<file path="src/rtl/ctrl_pkg.sv">
// Shared definitions for the multicycle RV32I control unit: FSM states,
// opcode constants, opcode classes and the immediate, next-PC and writeback
// select encodings.
package ctrl_pkg;

  typedef enum logic [2:0] {
    ST_FETCH  = 3'd0,
    ST_DECODE = 3'd1,
    ST_EXEC   = 3'd2,
    ST_MEM    = 3'd3,
    ST_WB     = 3'd4,
    ST_TRAP   = 3'd5
  } state_e;

  typedef enum logic [3:0] {
    CL_OP      = 4'd0,
    CL_OPIMM   = 4'd1,
    CL_LOAD    = 4'd2,
    CL_STORE   = 4'd3,
    CL_BRANCH  = 4'd4,
    CL_JAL     = 4'd5,
    CL_JALR    = 4'd6,
    CL_LUI     = 4'd7,
    CL_AUIPC   = 4'd8,
    CL_ILLEGAL = 4'd9
  } op_class_e;

  // Opcodes (instr[6:0])
  localparam logic [6:0] OPC_OP     = 7'b0110011;
  localparam logic [6:0] OPC_OPIMM  = 7'b0010011;
  localparam logic [6:0] OPC_LOAD   = 7'b0000011;
  localparam logic [6:0] OPC_STORE  = 7'b0100011;
  localparam logic [6:0] OPC_BRANCH = 7'b1100011;
  localparam logic [6:0] OPC_JAL    = 7'b1101111;
  localparam logic [6:0] OPC_JALR   = 7'b1100111;
  localparam logic [6:0] OPC_LUI    = 7'b0110111;
  localparam logic [6:0] OPC_AUIPC  = 7'b0010111;

  // Immediate generator formats
  localparam logic [2:0] IMM_R  = 3'b000;
  localparam logic [2:0] IMM_I  = 3'b001;
  localparam logic [2:0] IMM_B  = 3'b010;
  localparam logic [2:0] IMM_J1 = 3'b011;
  localparam logic [2:0] IMM_J2 = 3'b100;
  localparam logic [2:0] IMM_U  = 3'b101;
  localparam logic [2:0] IMM_S  = 3'b111;

  // Next-PC source
  localparam logic [1:0] PC_PLUS4 = 2'd0;
  localparam logic [1:0] PC_IMM   = 2'd1;
  localparam logic [1:0] PC_ALU   = 2'd2;

  // Register writeback source
  localparam logic [1:0] WB_ALU = 2'd0;
  localparam logic [1:0] WB_MEM = 2'd1;
  localparam logic [1:0] WB_PC4 = 2'd2;
  localparam logic [1:0] WB_IMM = 2'd3;

endpackage

</file>
<file path="src/rtl/op_decode.sv">
// Combinational opcode classifier.
//   opcode_i  : instr[6:0]
//   class_o   : instruction class (CL_ILLEGAL for unlisted opcodes)
//   imm_sel_o : immediate format for the immediate generator
//   legal_o   : 1 when the opcode is one the controller executes
module op_decode
  import ctrl_pkg::*;
(
  input  logic [6:0] opcode_i,
  output op_class_e  class_o,
  output logic [2:0] imm_sel_o,
  output logic       legal_o
);

  always_comb begin
    class_o   = CL_ILLEGAL;
    imm_sel_o = IMM_R;
    legal_o   = 1'b1;
    case (opcode_i)
      OPC_OP:     begin class_o = CL_OP;     imm_sel_o = IMM_R;  end
      OPC_OPIMM:  begin class_o = CL_OPIMM;  imm_sel_o = IMM_I;  end
      OPC_LOAD:   begin class_o = CL_LOAD;   imm_sel_o = IMM_I;  end
      OPC_STORE:  begin class_o = CL_STORE;  imm_sel_o = IMM_S;  end
      OPC_BRANCH: begin class_o = CL_BRANCH; imm_sel_o = IMM_B;  end
      OPC_JAL:    begin class_o = CL_JAL;    imm_sel_o = IMM_J1; end
      OPC_JALR:   begin class_o = CL_JALR;   imm_sel_o = IMM_J2; end
      OPC_LUI:    begin class_o = CL_LUI;    imm_sel_o = IMM_U;  end
      OPC_AUIPC:  begin class_o = CL_AUIPC;  imm_sel_o = IMM_U;  end
      default:    legal_o = 1'b0;
    endcase
  end

endmodule

</file>
<file path="src/rtl/multicycle_ctrl.sv">
// Multicycle RV32I control FSM: FETCH -> DECODE -> EXEC -> [MEM] -> [WB].
// Ports:
//   clk, rst     : clock, asynchronous active-high reset
//   instr        : instruction register contents
//   imem_ready   : instruction fetch complete (IR loads this cycle)
//   dmem_ready   : data access complete
//   br_taken     : branch comparator result, sampled in EXEC
//   imem_req     : instruction fetch request
//   ir_we        : IR load strobe
//   dmem_req     : data memory request, dmem_we = store
//   imm_sel      : immediate format select
//   pc_we/pc_sel : PC update strobe and next-PC source
//   rf_we/wb_sel : register write strobe and writeback source
//   trap         : sticky illegal-opcode / memory timeout indication
// TIMEOUT bounds the wait for imem_ready/dmem_ready; 0 waits forever.
module multicycle_ctrl
  import ctrl_pkg::*;
#(
  parameter int unsigned TIMEOUT = 16
) (
  input  logic        clk,
  input  logic        rst,
  input  logic [31:0] instr,
  input  logic        imem_ready,
  input  logic        dmem_ready,
  input  logic        br_taken,
  output logic        imem_req,
  output logic        ir_we,
  output logic        dmem_req,
  output logic        dmem_we,
  output logic [2:0]  imm_sel,
  output logic        pc_we,
  output logic [1:0]  pc_sel,
  output logic        rf_we,
  output logic [1:0]  wb_sel,
  output logic        trap
);

  localparam bit          TO_EN    = (TIMEOUT != 0);
  localparam int unsigned CW       = TO_EN ? $clog2(TIMEOUT + 1) : 1;
  localparam int unsigned LAST     = TO_EN ? TIMEOUT - 1 : 0;
  localparam logic [CW-1:0] CNT_LAST = CW'(LAST);

  state_e        state_q, state_d;
  logic [CW-1:0] cnt_q, cnt_d;

  op_class_e  op_class;
  logic [2:0] dec_imm_sel;
  logic       op_legal;

  // Only the opcode field steers control; the rest of the IR feeds the datapath.
  logic unused_instr_bits;
  assign unused_instr_bits = ^instr[31:7];

  op_decode u_op_decode (
    .opcode_i  (instr[6:0]),
    .class_o   (op_class),
    .imm_sel_o (dec_imm_sel),
    .legal_o   (op_legal)
  );

  // The wait budget expires on the cycle in which the counter already holds
  // TIMEOUT-1 waits; a ready arriving in that same cycle takes priority.
  logic wait_expired;
  assign wait_expired = TO_EN && (cnt_q == CNT_LAST);

  always_ff @(posedge clk or posedge rst) begin
    if (rst) begin
      state_q <= ST_FETCH;
      cnt_q   <= '0;
    end else begin
      state_q <= state_d;
      cnt_q   <= cnt_d;
    end
  end

  always_comb begin
    state_d  = state_q;
    cnt_d    = '0;
    imem_req = 1'b0;
    ir_we    = 1'b0;
    dmem_req = 1'b0;
    dmem_we  = 1'b0;
    imm_sel  = IMM_R;
    pc_we    = 1'b0;
    pc_sel   = PC_PLUS4;
    rf_we    = 1'b0;
    wb_sel   = WB_ALU;
    trap     = 1'b0;

    case (state_q)
      ST_FETCH: begin
        imem_req = 1'b1;
        if (imem_ready) begin
          ir_we   = 1'b1;
          state_d = ST_DECODE;
        end else if (wait_expired) begin
          state_d = ST_TRAP;
        end else if (TO_EN) begin
          cnt_d = cnt_q + CW'(1);
        end
      end

      ST_DECODE: begin
        imm_sel = dec_imm_sel;
        state_d = op_legal ? ST_EXEC : ST_TRAP;
      end

      ST_EXEC: begin
        imm_sel = dec_imm_sel;
        case (op_class)
          CL_BRANCH: begin
            pc_we   = 1'b1;
            pc_sel  = br_taken ? PC_IMM : PC_PLUS4;
            state_d = ST_FETCH;
          end
          CL_LOAD, CL_STORE: state_d = ST_MEM;
          default:           state_d = ST_WB;
        endcase
      end

      ST_MEM: begin
        imm_sel  = dec_imm_sel;
        dmem_req = 1'b1;
        dmem_we  = (op_class == CL_STORE);
        if (dmem_ready) begin
          if (op_class == CL_STORE) begin
            pc_we   = 1'b1;
            state_d = ST_FETCH;
          end else begin
            state_d = ST_WB;
          end
        end else if (wait_expired) begin
          state_d = ST_TRAP;
        end else if (TO_EN) begin
          cnt_d = cnt_q + CW'(1);
        end
      end

      ST_WB: begin
        imm_sel = dec_imm_sel;
        rf_we   = 1'b1;
        pc_we   = 1'b1;
        state_d = ST_FETCH;
        case (op_class)
          CL_JAL:  pc_sel = PC_IMM;
          CL_JALR: pc_sel = PC_ALU;
          default: pc_sel = PC_PLUS4;
        endcase
        case (op_class)
          CL_LOAD:         wb_sel = WB_MEM;
          CL_JAL, CL_JALR: wb_sel = WB_PC4;
          CL_LUI:          wb_sel = WB_IMM;
          default:         wb_sel = WB_ALU;
        endcase
      end

      ST_TRAP: trap = 1'b1;

      default: state_d = ST_FETCH;
    endcase
  end

endmodule

</file>
<file path="config.mk">
export PLATFORM = sky130hd
export DESIGN_NAME = multicycle_ctrl
export DESIGN_NICKNAME = d
export VERILOG_FILES = /design/src/rtl/ctrl_pkg.sv /design/src/rtl/op_decode.sv /design/src/rtl/multicycle_ctrl.sv
export SDC_FILE = /design/constraint.sdc
export NUM_CORES = 1
export LEC_CHECK = 0
export BUFFER_PORTS_ARGS = -buffer_cell sky130_fd_sc_hd__buf_2
export CORE_MARGIN = 1
export CORE_UTILIZATION = 37
export DETAILED_ROUTE_END_ITERATION = 8
export PLACE_DENSITY = 0.73
export SETUP_SLACK_MARGIN = 0.5
export SLEW_MARGIN = 10
export SYNTH_ARGS = -nofsm -noshare
export SYNTH_HDL_FRONTEND = slang
export SYNTH_SLANG_ARGS = --single-unit
</file>
<file path="constraint.sdc">
create_clock -name clk -period 3.8 [get_ports clk]
set_input_delay 0.38 -clock clk [delete_from_list [all_inputs] [get_ports clk]]
set_output_delay 0.38 -clock clk [all_outputs]
set_load 0.02 [all_outputs]
</file>
==> results of run 1 <==
==> worst paths after layout <==
check,slack (ns),startpoint,cells after the start,endpoint
max,1.54,state_q[0],5,pc_we
min,0.05,rst,2,state_q[0]
max reg2reg,2.21,state_q[1],4,state_q[1]
min reg2reg,0.47,cnt_q[0],1,cnt_q[0]
max in group asynchronous,3.52,rst,2,cnt_q[3]
min in group clk,0.43,imem_ready,3,state_q[0]
==> cell usage after synthesis (2+ instances only) <==
cell	instances	area, µm²
nand3_1	7	35.03
buf_4	2	15.01
o41ai_1	2	17.52
o311ai_1	2	17.52
a211oi_1	4	30.03
o21ai_0	3	15.01
a21o_1	2	15.01
a21oi_1	3	15.01
nand2b_1	2	12.51
nor2_1	11	41.29
and3b_1	3	26.28
nand3b_1	2	15.01
buf_2	5	25.02
and3_1	6	37.54
o21ai_1	2	10.01
dfrtp_1	8	200.2
and2_1	3	18.77
nor3_1	5	25.02
nand2_1	7	26.28
inv_1	3	11.26
a21oi_2	2	17.52
xor2_1	4	35.03
inv_2	2	7.510
==> worst reg2reg max path, cell delays in order, from the launching register on <==
cell and delay, ns:
dfrtp_1 0.52, or3_1 0.44, a21oi_2 0.21, nor2b_1 0.18, o221a_1 0.18
==> state kept, by name (all words and copies together), names as in the netlist <==
register  count
cnt_q         5
state_q       3
==> per-layer routing <==
| layer | up-vias | GRT usage | wire length, µm |
|---|---|---|---|
| met1 | 456 | 0.2446 | 1000 |
| met2 | 41 | 0.3052 | 1052 |
| met3 | 0 | 0.04386 | 159 |
| met5 | - | 0 | 0 |
| li1 | 475 | - | - |
| met4 | 0 | 0.03153 | 0 |
==> cell families (layout without fill, tap and decap cells) <==
kind of cell / after synthesis / in the layout / synth area share
and+or+nand+nor: 55 / 55 / 0.3566
AOI/OAI and AO/OA: 33 / 33 / 0.2855
buffers and inverters: 13 / 33 / 0.07649
DFF: 8 / 8 / 0.2186
xor gates and xnor gates: 4 / 4 / 0.03825
adders and majority gates: 1 / 1 / 0.01366
muxes: 1 / 1 / 0.01093
==> metrics by stage <==
| stage | instance area, µm² | cells | worst slack, ns | utilization | power (W) |
|---|---|---|---|---|---|
| 4_1_cts | 1047 | 163 | 1.561 | 0.4601 | 0.0003981 |
| 3_3_place_gp | 1025 | 160 | 1.674 | 0.4502 | 0.0003278 |
| 6_report | 1047 | 163 | 1.543 | 0.4601 | 0.0003988 |
| 5_1_grt | 1047 | 163 | 1.457 | 0.4601 | 0.0004259 |
| 3_5_place_dp | 1025 | 160 | 1.607 | 0.4502 | 0.0003320 |
| 2_1_floorplan | 915.9 | 115 | 1.824 | - | 0.0002783 |
==> power groups by stage <==
stage	combinational [W]	sequential (W)	clock [W]
after global routing	0.000213	0.000141	0.0000722
after detailed placement	0.000193	0.000139	0
final	0.000195	0.000139	0.0000655
after global placement	0.000191	0.000137	0
after floorplan	0.000162	0.000116	0
after CTS	0.000195	0.000137	0.0000663
==> layout make-up <==
class                           count  area [µm²]
Clock buffer                        3       22.52
Sequential cell                     8       200.2
Multi-Input combinational cell     94       645.6
Tap cell                           28       35.03
Fill cell                         226        1229
Inverter                            5       18.77
Timing Repair Buffer               25       125.1
==> results by group, run 1 <==
Status
  – Status: finished clean

Floorplan
  – Die width: 51.75 µm
  – Total die area: 2678 µm²
  – Core Box Area: 2276 µm²
  – I/O pin total: 51
  – Die height: 51.75 µm
  – Num rows: 17
  – Initial Util: 0.4024

Clocking
  – # resized after CTS: 0
  – Hold-fix buffers at CTS: 0
  – Clk sinks: 8
  – Post-CTS setup repair buffer count: 0
  – Clock Tree Root: clkbuf_4
  – Clock Latency Late Sink: 0.26 ns
  – CTS H-tree lvls: 1
  – CTS Buf Count: 3
  – CTS Buffer Depth: 2
  – CTS tree: yes
  – CTS clock-pin slew for the worst setup and hold paths: 0.05 ns

STA
  – Worst slew pin tran: 0.4071 ns
  – Hold_ws: 0.04982 ns
  – Fmax: 0.4430 GHz
  – Clk_skew: 0.005812 ns
  – RSZ-0062 raised after global routing: false
  – Fin. Hold Viols: 0
  – Min Tclk post-route: 2.257 ns
  – # setup viols final: 0
  – Final period util: 0.5941
  – Final slew viol count: 0
  – Slew headroom: 0.7286
  – Setup TNS: 0 ns

Power and ir drop
  – Leak: 0.5039 nW
  – Comb power frac: 0.488
  – Sequential share of power: 0.347
  – Clock power share: 0.164
  – Net Sw Power: 0.0001889 W
  – Peak supply drop: 0.2802 mV
  – Cell Pwr Density: 380.8 nW/µm²
  – Int Pwr: 0.0002099 W
  – Sw frac: 0.4737

Synthesis
  – Cell count after synthesis: 115
  – Syn Area/Cell: 7.964 µm²
  – Synth cell types: 48
  – Asr flop ratio synth: 1.000
  – Syn Nets: 153
  – Dominant synthesized flop cell: dfrtp_1
  – Seq/Total Area, Yosys: 0.2186
  – Netlist Area Pre-Place: 915.9 µm²
  – Ys Warns: 0
  – Seq cells post-synth: 8
  – Number of synthesized flops with an enable pin: 0

Setup path
  – Delay-heaviest family, CP: flip-flops
  – Element type at the critical path start: flop
  – WP data arrival: 1.88 ns
  – Crit path largest cell delay: 0.58 ns
  – Crit path cell chain: inv_1 -> and3_1 -> and3_1 -> a211o_1 -> buf_2
  – CP bufs+invs: 2
  – Critical path fanouts, max: 11
  – Crit-path slowest cell: dfrtp_1
  – Worst Path Required: 3.42 ns
  – Crit. End Element: output pin
  – CP most frequent cell: and3_1
  – CP Class: reg2out

GRT
  – Number of global-route vias before repair: 854
  – Pin count of the biggest net entering global routing: 19
  – Grt ovf: 0
  – First-pass GRT wire length: 3739 µm
  – Antenna violations before repair: 0
  – Tot GR Track Use: 0.1843

Placed design
  – RD Place Congestion: 0.8804
  – Port Buffers: 25
  – HPWL after DPL: 1682 µm

Layout
  – Most common cell after layout, fill and taps aside: buf_2
  – Share of layout cells above drive strength 1: 0.2815
  – Ant. Diodes: 0
  – Synthesis-to-finish area growth: 14.34%
  – Final net count: 175
  – Most frequent cells in the layout: buf_2 (25), nor2_1 (11), dfrtp_1 (8)

Min path
  – HP Class: in2async

Drt
  – Post-Route WL: 2211 µm
  – DRT antenna net count: 0
  – Vias/cell: 5.963
  – DR DRC count: 0
  – Routed vias: 972
  – Drt first pass iters: 4
  – Initial DRC Count: 30
  – WL per Instance: 13.56 µm

Run
  – Max cap viols: 0
No activity file was read; power rests on OpenSTA's default activity.
==> inputs of run 2 (changes only) <==
--- a/config.mk
+++ b/config.mk
@@ -9,7 +9,7 @@
 export CORE_MARGIN = 1
 export CORE_UTILIZATION = 37
 export DETAILED_ROUTE_END_ITERATION = 8
-export PLACE_DENSITY = 0.73
+export PLACE_DENSITY = 0.75
 export SETUP_SLACK_MARGIN = 0.5
 export SLEW_MARGIN = 10
 export SYNTH_ARGS = -nofsm -noshare
==> constraint.sdc (replaced) <==
create_clock -name clk -period 1.9 [get_ports clk]
set_input_delay 0.19 -clock clk [delete_from_list [all_inputs] [get_ports clk]]
set_output_delay 0.19 -clock clk [all_outputs]
set_load 0.02 [all_outputs]
==> run 2 against run 1 <==
  * Worst hold slack improved by 0.20 ns
  * Wire length up 30%
  * Clock skew shrank 0.00059 ns
  * Sequential share of layout area down 5.4 points
  * Non-clock buffer count rose by 22
  * Combinational power rose to 3.9 times the previous value
  * First-iteration DRC count up 77%
  * Cell count increased by 14%
  * Utilization up 19 points
  * Critical path type unchanged
  * Critical endpoint is now pc_sel[1]
==> results by group, run 2 (synthesis results as in run 1) <==
Status
  – Status: finished clean

Layout
  – Final net count: 197 (+13%)
  – Share of layout cells above drive strength 1: 0.5253 (+0.2438)
  – Max reg flops: 5 (unchanged)
  – Top reg by flops: cnt_q
  – Most frequent cells in the layout: buf_4 (22), buf_2 (11), buf_6 (11)
  – Synthesis-to-finish area growth: 61.89%
  – Biggest regs: cnt_q x5, state_q x3
  – Most common cell after layout, fill and taps aside: buf_4
  – Final instance area: 1483 µm² (+42%)
  – Ant. Diodes: 0 (unchanged)

Drt
  – Routed vias: 1105 (+14%)
  – DRT antenna net count: 0 (unchanged)
  – WL per Instance: 15.46 µm (+14%)
  – DR DRC count: 0 (unchanged)
  – Drt first pass iters: 4 (unchanged)
  – Vias/cell: 5.941 (-0.37%)
  – Initial DRC Count: 53 (+77%)
  – Post-Route WL: 2876 µm (+30%)

GRT
  – Number of global-route vias before repair: 955 (+12%)
  – Pin count of the biggest net entering global routing: 16 (-3)
  – Grt ovf: 0 (unchanged)
  – Antenna violations before repair: 0 (unchanged)
  – First-pass GRT wire length: 4140 µm (+11%)
  – Tot GR Track Use: 0.2090 (+0.02470)

STA
  – RSZ-0062 raised after global routing: true
  – Final slew viol count: 0 (unchanged)
  – Clk_skew: 0.005225 ns (-0.0005868 ns)
  – Fmax: 0.5547 GHz
  – Slew headroom: 0.7447 (+0.01614)
  – Final period util: 0.9488
  – # setup viols final: 0 (unchanged)
  – Worst slew pin tran: 0.3822 ns (-0.02491 ns)
  – Min Tclk post-route: 1.803 ns
  – Setup TNS: 0 ns (unchanged)
  – Fin. Hold Viols: 0 (unchanged)

Floorplan
  – Num rows: 17 (unchanged)
  – I/O pin total: 51 (unchanged)
  – Core Box Area: 2276 µm² (unchanged)
  – Initial Util: 0.4024 (unchanged)
  – Die height: 51.75 µm (unchanged)
  – Total die area: 2678 µm² (unchanged)
  – Die width: 51.75 µm (unchanged)

Clocking
  – Clk sinks: 8 (unchanged)
  – CTS H-tree lvls: 1 (unchanged)
  – CTS clock-pin slew for the worst setup and hold paths: 0.06 ns (about the same)
  – CTS Buf Count: 3 (unchanged)
  – Clock Tree Root: clkbuf_4
  – CTS tree: yes
  – CTS Buffer Depth: 2 (unchanged)
  – Clock Latency Late Sink: 0.26 ns (about the same)

Setup path
  – WP data arrival: 1.61 ns (-0.27 ns)
  – Reg2reg path depth: 7 (+3)
  – Reg-to-Reg Start: state_q[1]
  – CP Class: reg2out
  – Crit. End Element: output pin
  – CP Launch Point: state_q[1]
  – Worst R2R Setup Slack: 0.29 ns (-1.92 ns)
  – Worst R2R End: state_q[1]
  – Critical path fanouts, max: 5 (-6)
  – Worst Path Required: 1.71 ns (-1.71 ns)
  – Element type at the critical path start: flop

Power and ir drop
  – Peak supply drop: 0.6333 mV (+130%)
  – Leak: 0.6376 nW (+27%)
  – Final Power: 0.001184 W (+200%)
  – Cell Pwr Density: 798.7 nW/µm² (+110%)

Min path
  – Hold depth: 3
  – Worst Hold End: state_q[0]
  – Hold_sp: imem_ready
  – HP Class: in2reg

Placed design
  – Port Buffers: 25 (unchanged)
  – RD Place Congestion: 0.9381 (+6.6%)
  – HPWL after DPL: 1784 µm (+6.1%)
  – Cell Area, Placed: 1152 µm² (+12%)

Run
  – Max cap viols: 0 (unchanged)
-- run 2: changes by cell type in the layout (fill, tap and decap cells not counted), sizes merged --
cell	previous run	this run
buf	25	45
bufbuf	0	1
dlygate4sd3	0	1
clkbuf	3	4
-- run 2: repair_timing --
action | in CTS | in global routing
pin swaps | 7 | 6
hold buffers | 1 | 0
hold endpoints to repair | 8 | 0
gates cloned | 1 | 0
gates resized for setup | 17 | 26
endpoints found under the setup margin | 19 | 22
setup buffers | 8 | 5
-- run 2: where the power goes --
part	internal (W)	switching [W]	total, W
clock	0.0000811	0.0000690	0.000150
sequential	0.000203	0.0000670	0.000270
combinational	0.000391	0.000373	0.000764
total	0.000675	0.000509	0.00118
-- run 2: metrics by stage --
| step | utilization | cells | hold WS (ns) | worst slack, ns |
|---|---|---|---|---|
| floorplan | - | 115 | 0.005590 | 0.2507 |
| detailed placement | 0.5063 | 167 | 0.1469 | 0.1457 |
| global route | 0.6515 | 186 | 0.2720 | 0.02394 |
| finish | 0.6515 | 186 | 0.2501 | 0.09728 |
| CTS | 0.5899 | 181 | 0.2419 | 0.1093 |
| global placement | 0.5063 | 167 | 0.1367 | 0.1699 |
-- run 2: how the worst max path moves through the flow --
stage	slack [ns]	to	cells after the start
6_report	0.1	pc_sel[1]	5
2_1_floorplan	0.25	wb_sel[0]	5
3_3_place_gp	0.17	wb_sel[0]	6
4_1_cts	0.11	wb_sel[0]	5
3_5_place_dp	0.15	wb_sel[0]	6
5_1_grt	0.02	imm_sel[0]	7
-- run 2: critical path, stage by stage (launching register included) --
cell and delay (ns):
dfrtp_2 0.47, nor3b_4 0.26, o311a_4 0.26, nand3_4 0.08, nor2_2 0.14, buf_6 0.13
-- run 2: area by class of cell --
class / instances / area [µm²]
sequential: 8 / 203.9
clock buffer: 4 / 26.28
multi-input combinational: 94 / 789.5
timing repair buffer: 47 / 406.6
tap: 28 / 35.03
fill: 177 / 793.3
inverter: 5 / 21.27
-- run 2: routing by layer --
| layer | vias up | share of wire | track usage |
|---|---|---|---|
| met1 | 526 | 0.41 | 0.2665 |
| met5 | - | 0 | 0 |
| met3 | 6 | 0.090 | 0.05848 |
| met2 | 50 | 0.49 | 0.3506 |
| met4 | 0 | 0.015 | 0.04054 |
| li1 | 523 | - | - |
==> inputs of run 3 (changes only) <==
--- a/config.mk
+++ b/config.mk
@@ -7,11 +7,13 @@
 export LEC_CHECK = 0
 export BUFFER_PORTS_ARGS = -buffer_cell sky130_fd_sc_hd__buf_2
 export CORE_MARGIN = 1
-export CORE_UTILIZATION = 37
+export CORE_UTILIZATION = 40
+export CTS_CLUSTER_SIZE = 8
 export DETAILED_ROUTE_END_ITERATION = 8
-export PLACE_DENSITY = 0.75
+export PLACE_DENSITY = 0.8
 export SETUP_SLACK_MARGIN = 0.5
 export SLEW_MARGIN = 10
 export SYNTH_ARGS = -nofsm -noshare
 export SYNTH_HDL_FRONTEND = slang
 export SYNTH_SLANG_ARGS = --single-unit
+export TNS_END_PERCENT = 10
==> run 3 against run 2 <==
  * Clock power decreased by 6%
  * Largest power group unchanged
  * Critical path type unchanged
  * Non-clock buffer count down 10
  * Total power decreased by 20%
  * Highest routed layer unchanged
  * Combinational power decreased by 28%
  * Utilization down 5.5 points
  * Largest cell class unchanged
  * Sequential power down 4%
  * Sequential cell count is the same
  * Count of clock-buffer cells in the layout stayed put
==> results by group, run 3 (synthesis results as in run 1) <==
Power and ir drop
  – Net Sw Power: 0.0004218 W (-17%)
  – Sequential share of power: 0.272 (+0.044)
  – Leak: 0.5616 nW (-12%)
  – Sw frac: 0.4437 (+0.01373)
  – Int Pwr: 0.0005289 W (-22%)
  – Comb power frac: 0.580 (-0.065)
  – Clock power share: 0.148 (+0.021)
  – Cell Pwr Density: 772.9 nW/µm² (-3.2%)
  – Peak supply drop: 0.5323 mV (-16%)

Layout
  – Most frequent cells in the layout: buf_2 (22), buf_4 (12), nor2_1 (9)
  – Synthesis-to-finish area growth: 34.29%
  – Biggest regs: cnt_q x5, state_q x3
  – Final std cells w/o fill: 175 (-5.9%)
  – Share of layout cells above drive strength 1: 0.4054 (-0.1199)
  – Most common cell after layout, fill and taps aside: buf_2
  – Multi-input logic area: 714.4 µm² (-9.5%)
  – Max reg flops: 5 (unchanged)
  – Top reg by flops: cnt_q
  – Ant. Diodes: 0 (unchanged)
  – Fillers: 186 (+5.1%)
  – Seq. cell area: 203.9 µm² (unchanged)
  – Util after Layout: 0.5965 (-0.05498)
  – Final net count: 187 (-5.1%)

Floorplan
  – Num rows: 16 (-1)
  – Total die area: 2485 µm² (-7.2%)
  – I/O pin total: 51 (unchanged)
  – Initial Util: 0.4442 (+0.04176)
  – Die height: 49.85 µm (-3.7%)
  – Die width: 49.85 µm (-3.7%)
  – Core Box Area: 2062 µm² (-9.4%)

Clocking
  – CTS clock-pin slew for the worst setup and hold paths: 0.05 ns (about the same)
  – CTS H-tree lvls: 1 (unchanged)
  – CTS Buffer Depth: 2 (unchanged)
  – Clk sinks: 8 (unchanged)
  – Clock Tree Root: clkbuf_4
  – Clock Latency Late Sink: 0.26 ns (about the same)
  – CTS Buf Count: 3 (unchanged)
  – CTS tree: yes

Drt
  – DRT met1 WL: 1148 µm (-2.3%)
  – Routed vias: 1048 (-5.2%)
  – Post-Route WL: 2482 µm (-14%)
  – Met3 Wirelength: 239 µm (-7.4%)
  – Top Layer Used: met4
  – DRT antenna net count: 0 (unchanged)
  – WL per Instance: 14.18 µm (-8.3%)
  – Drt first pass iters: 4 (unchanged)
  – DR WL met2: 1070 µm (-23%)
  – Initial DRC Count: 27 (-49%)
  – Vias/cell: 5.989 (+0.80%)
  – DR DRC count: 0 (unchanged)

Min path
  – Hold depth: 3 (unchanged)
  – Worst Hold End: state_q[0]
  – HP Class: in2reg
  – Hold_sp: imem_ready

GRT
  – Number of global-route vias before repair: 902 (-5.5%)
  – Antenna violations before repair: 0 (unchanged)
  – Tot GR Track Use: 0.2097 (+0.0007038)
  – Pin count of the biggest net entering global routing: 16 (unchanged)
  – Grt ovf: 0 (unchanged)
  – First-pass GRT wire length: 4002 µm (-3.3%)

Placed design
  – # placed instances: 165 (-1.2%)
  – HPWL after DPL: 1766 µm (-1.0%)
  – RD Place Congestion: 0.8451 (-9.9%)
  – Port Buffers: 25 (unchanged)

Setup path
  – Crit-path slowest cell: dfrtp_2
  – Worst R2R End: state_q[1]
  – Worst Path Required: 1.71 ns (about the same)
  – Worst R2R Setup Slack: 0.14 ns (-0.15 ns)
  – Critical path fanouts, max: 7 (+2)
  – Reg-to-Reg Start: state_q[0]
  – Element type at the critical path start: flop
  – CP Class: reg2out
  – Reg2reg path depth: 6 (-1)
  – Crit path cell chain: inv_1 -> and3_1 -> and3_4 -> a211o_1 -> buf_4
  – WP data arrival: 1.58 ns (-0.03 ns)
  – Crit path largest cell delay: 0.45 ns (-0.02 ns)
  – Crit. End Element: output pin

STA
  – Fmax: 0.5647 GHz (+1.8%)
  – # setup viols final: 0 (unchanged)
  – Setup TNS: 0 ns (unchanged)
  – Clk_skew: 0.002075 ns (-0.003150 ns)
  – Min Tclk post-route: 1.771 ns (-0.03174 ns)
  – Final period util: 0.9321 (-0.01671)
  – Slew headroom: 0.7170 (-0.02770)
  – RSZ-0062 raised after global routing: true
  – Worst slew pin tran: 0.4237 ns (+0.04148 ns)
  – Final slew viol count: 0 (unchanged)
  – Fin. Hold Viols: 0 (unchanged)

Status
  – Status: finished clean

Run
  – Max cap viols: 0 (unchanged)
==> run 3: changes by cell type in the layout (fill, tap and decap cells not counted), moves of 2 or more <==
cell,before,now
buf_2,11,22
buf_4,22,12
buf_6,11,2
and3_1,2,5
and3_4,4,1
nand3_1,5,7
nand3_2,2,0
==> run 3: how the worst max path moves through the flow <==
stage                     end  slack [ns]  cells past startpoint  startpoint
floorplan           wb_sel[0]        0.25                      5  state_q[0]
global placement    pc_sel[0]        0.19                      7    instr[4]
detailed placement  wb_sel[0]        0.14                      6    instr[3]
CTS                 wb_sel[0]        0.14                      5  state_q[1]
global route        wb_sel[0]        0.07                      5  state_q[1]
finish                  pc_we        0.13                      5  state_q[0]
==> run 3: timing repair <==
item,CTS,global route
resized for setup,9,1
endpoints found under the hold margin,8,0
hold buffers,1,0
pin swaps,3,0
buffers inserted,5,0
setup endpoints to repair,21,21
==> run 3: worst max-delay path: cells and delay by family, from the launching register on <==
kind	cells	cell delay [ns]
and+or+nand+nor	2	0.38
DFF	1	0.45
AOI/OAI and AO/OA	1	0.26
buffers and inverters	2	0.24
==> run 3: through the flow <==
step | cell area, µm² | worst slack [ns] | hold WS [ns] | total power [W]
finish | 1230 | 0.1290 | 0.2620 | 0.0009506
detailed placement | 1131 | 0.1434 | 0.1427 | 0.0007161
global route | 1230 | 0.06902 | 0.2533 | 0.001011
CTS | 1225 | 0.1358 | 0.2428 | 0.0009428
floorplan | 984.7 | 0.2506 | 0.005590 | 0.0005901
global placement | 1131 | 0.1937 | 0.1321 | 0.0007030
==> run 3: layer usage <==
metal / up-vias / GRT usage
met2: 53 / 0.3086
met5: - / 0
li1: 497 / -
met1: 493 / 0.3000
met4: 0 / 0.05238
met3: 5 / 0.05556
==> run 3: layout make-up <==
type	count	share of cell area
tap	27	0.02747
multi-input combinational	94	0.5809
timing repair buffer	37	0.1892
clock buffer	4	0.02136
sequential	8	0.1658
inverter	5	0.01526
==> run 3: power groups by stage <==
stage / clock network [W] / logic, W / registers (W)
final: 0.000141 / 0.000551 / 0.000259
after global routing: 0.000162 / 0.000585 / 0.000265
after CTS: 0.000146 / 0.000540 / 0.000257
after detailed placement: 0 / 0.000436 / 0.000280
after global placement: 0 / 0.000425 / 0.000278
after floorplan: 0 / 0.000352 / 0.000238
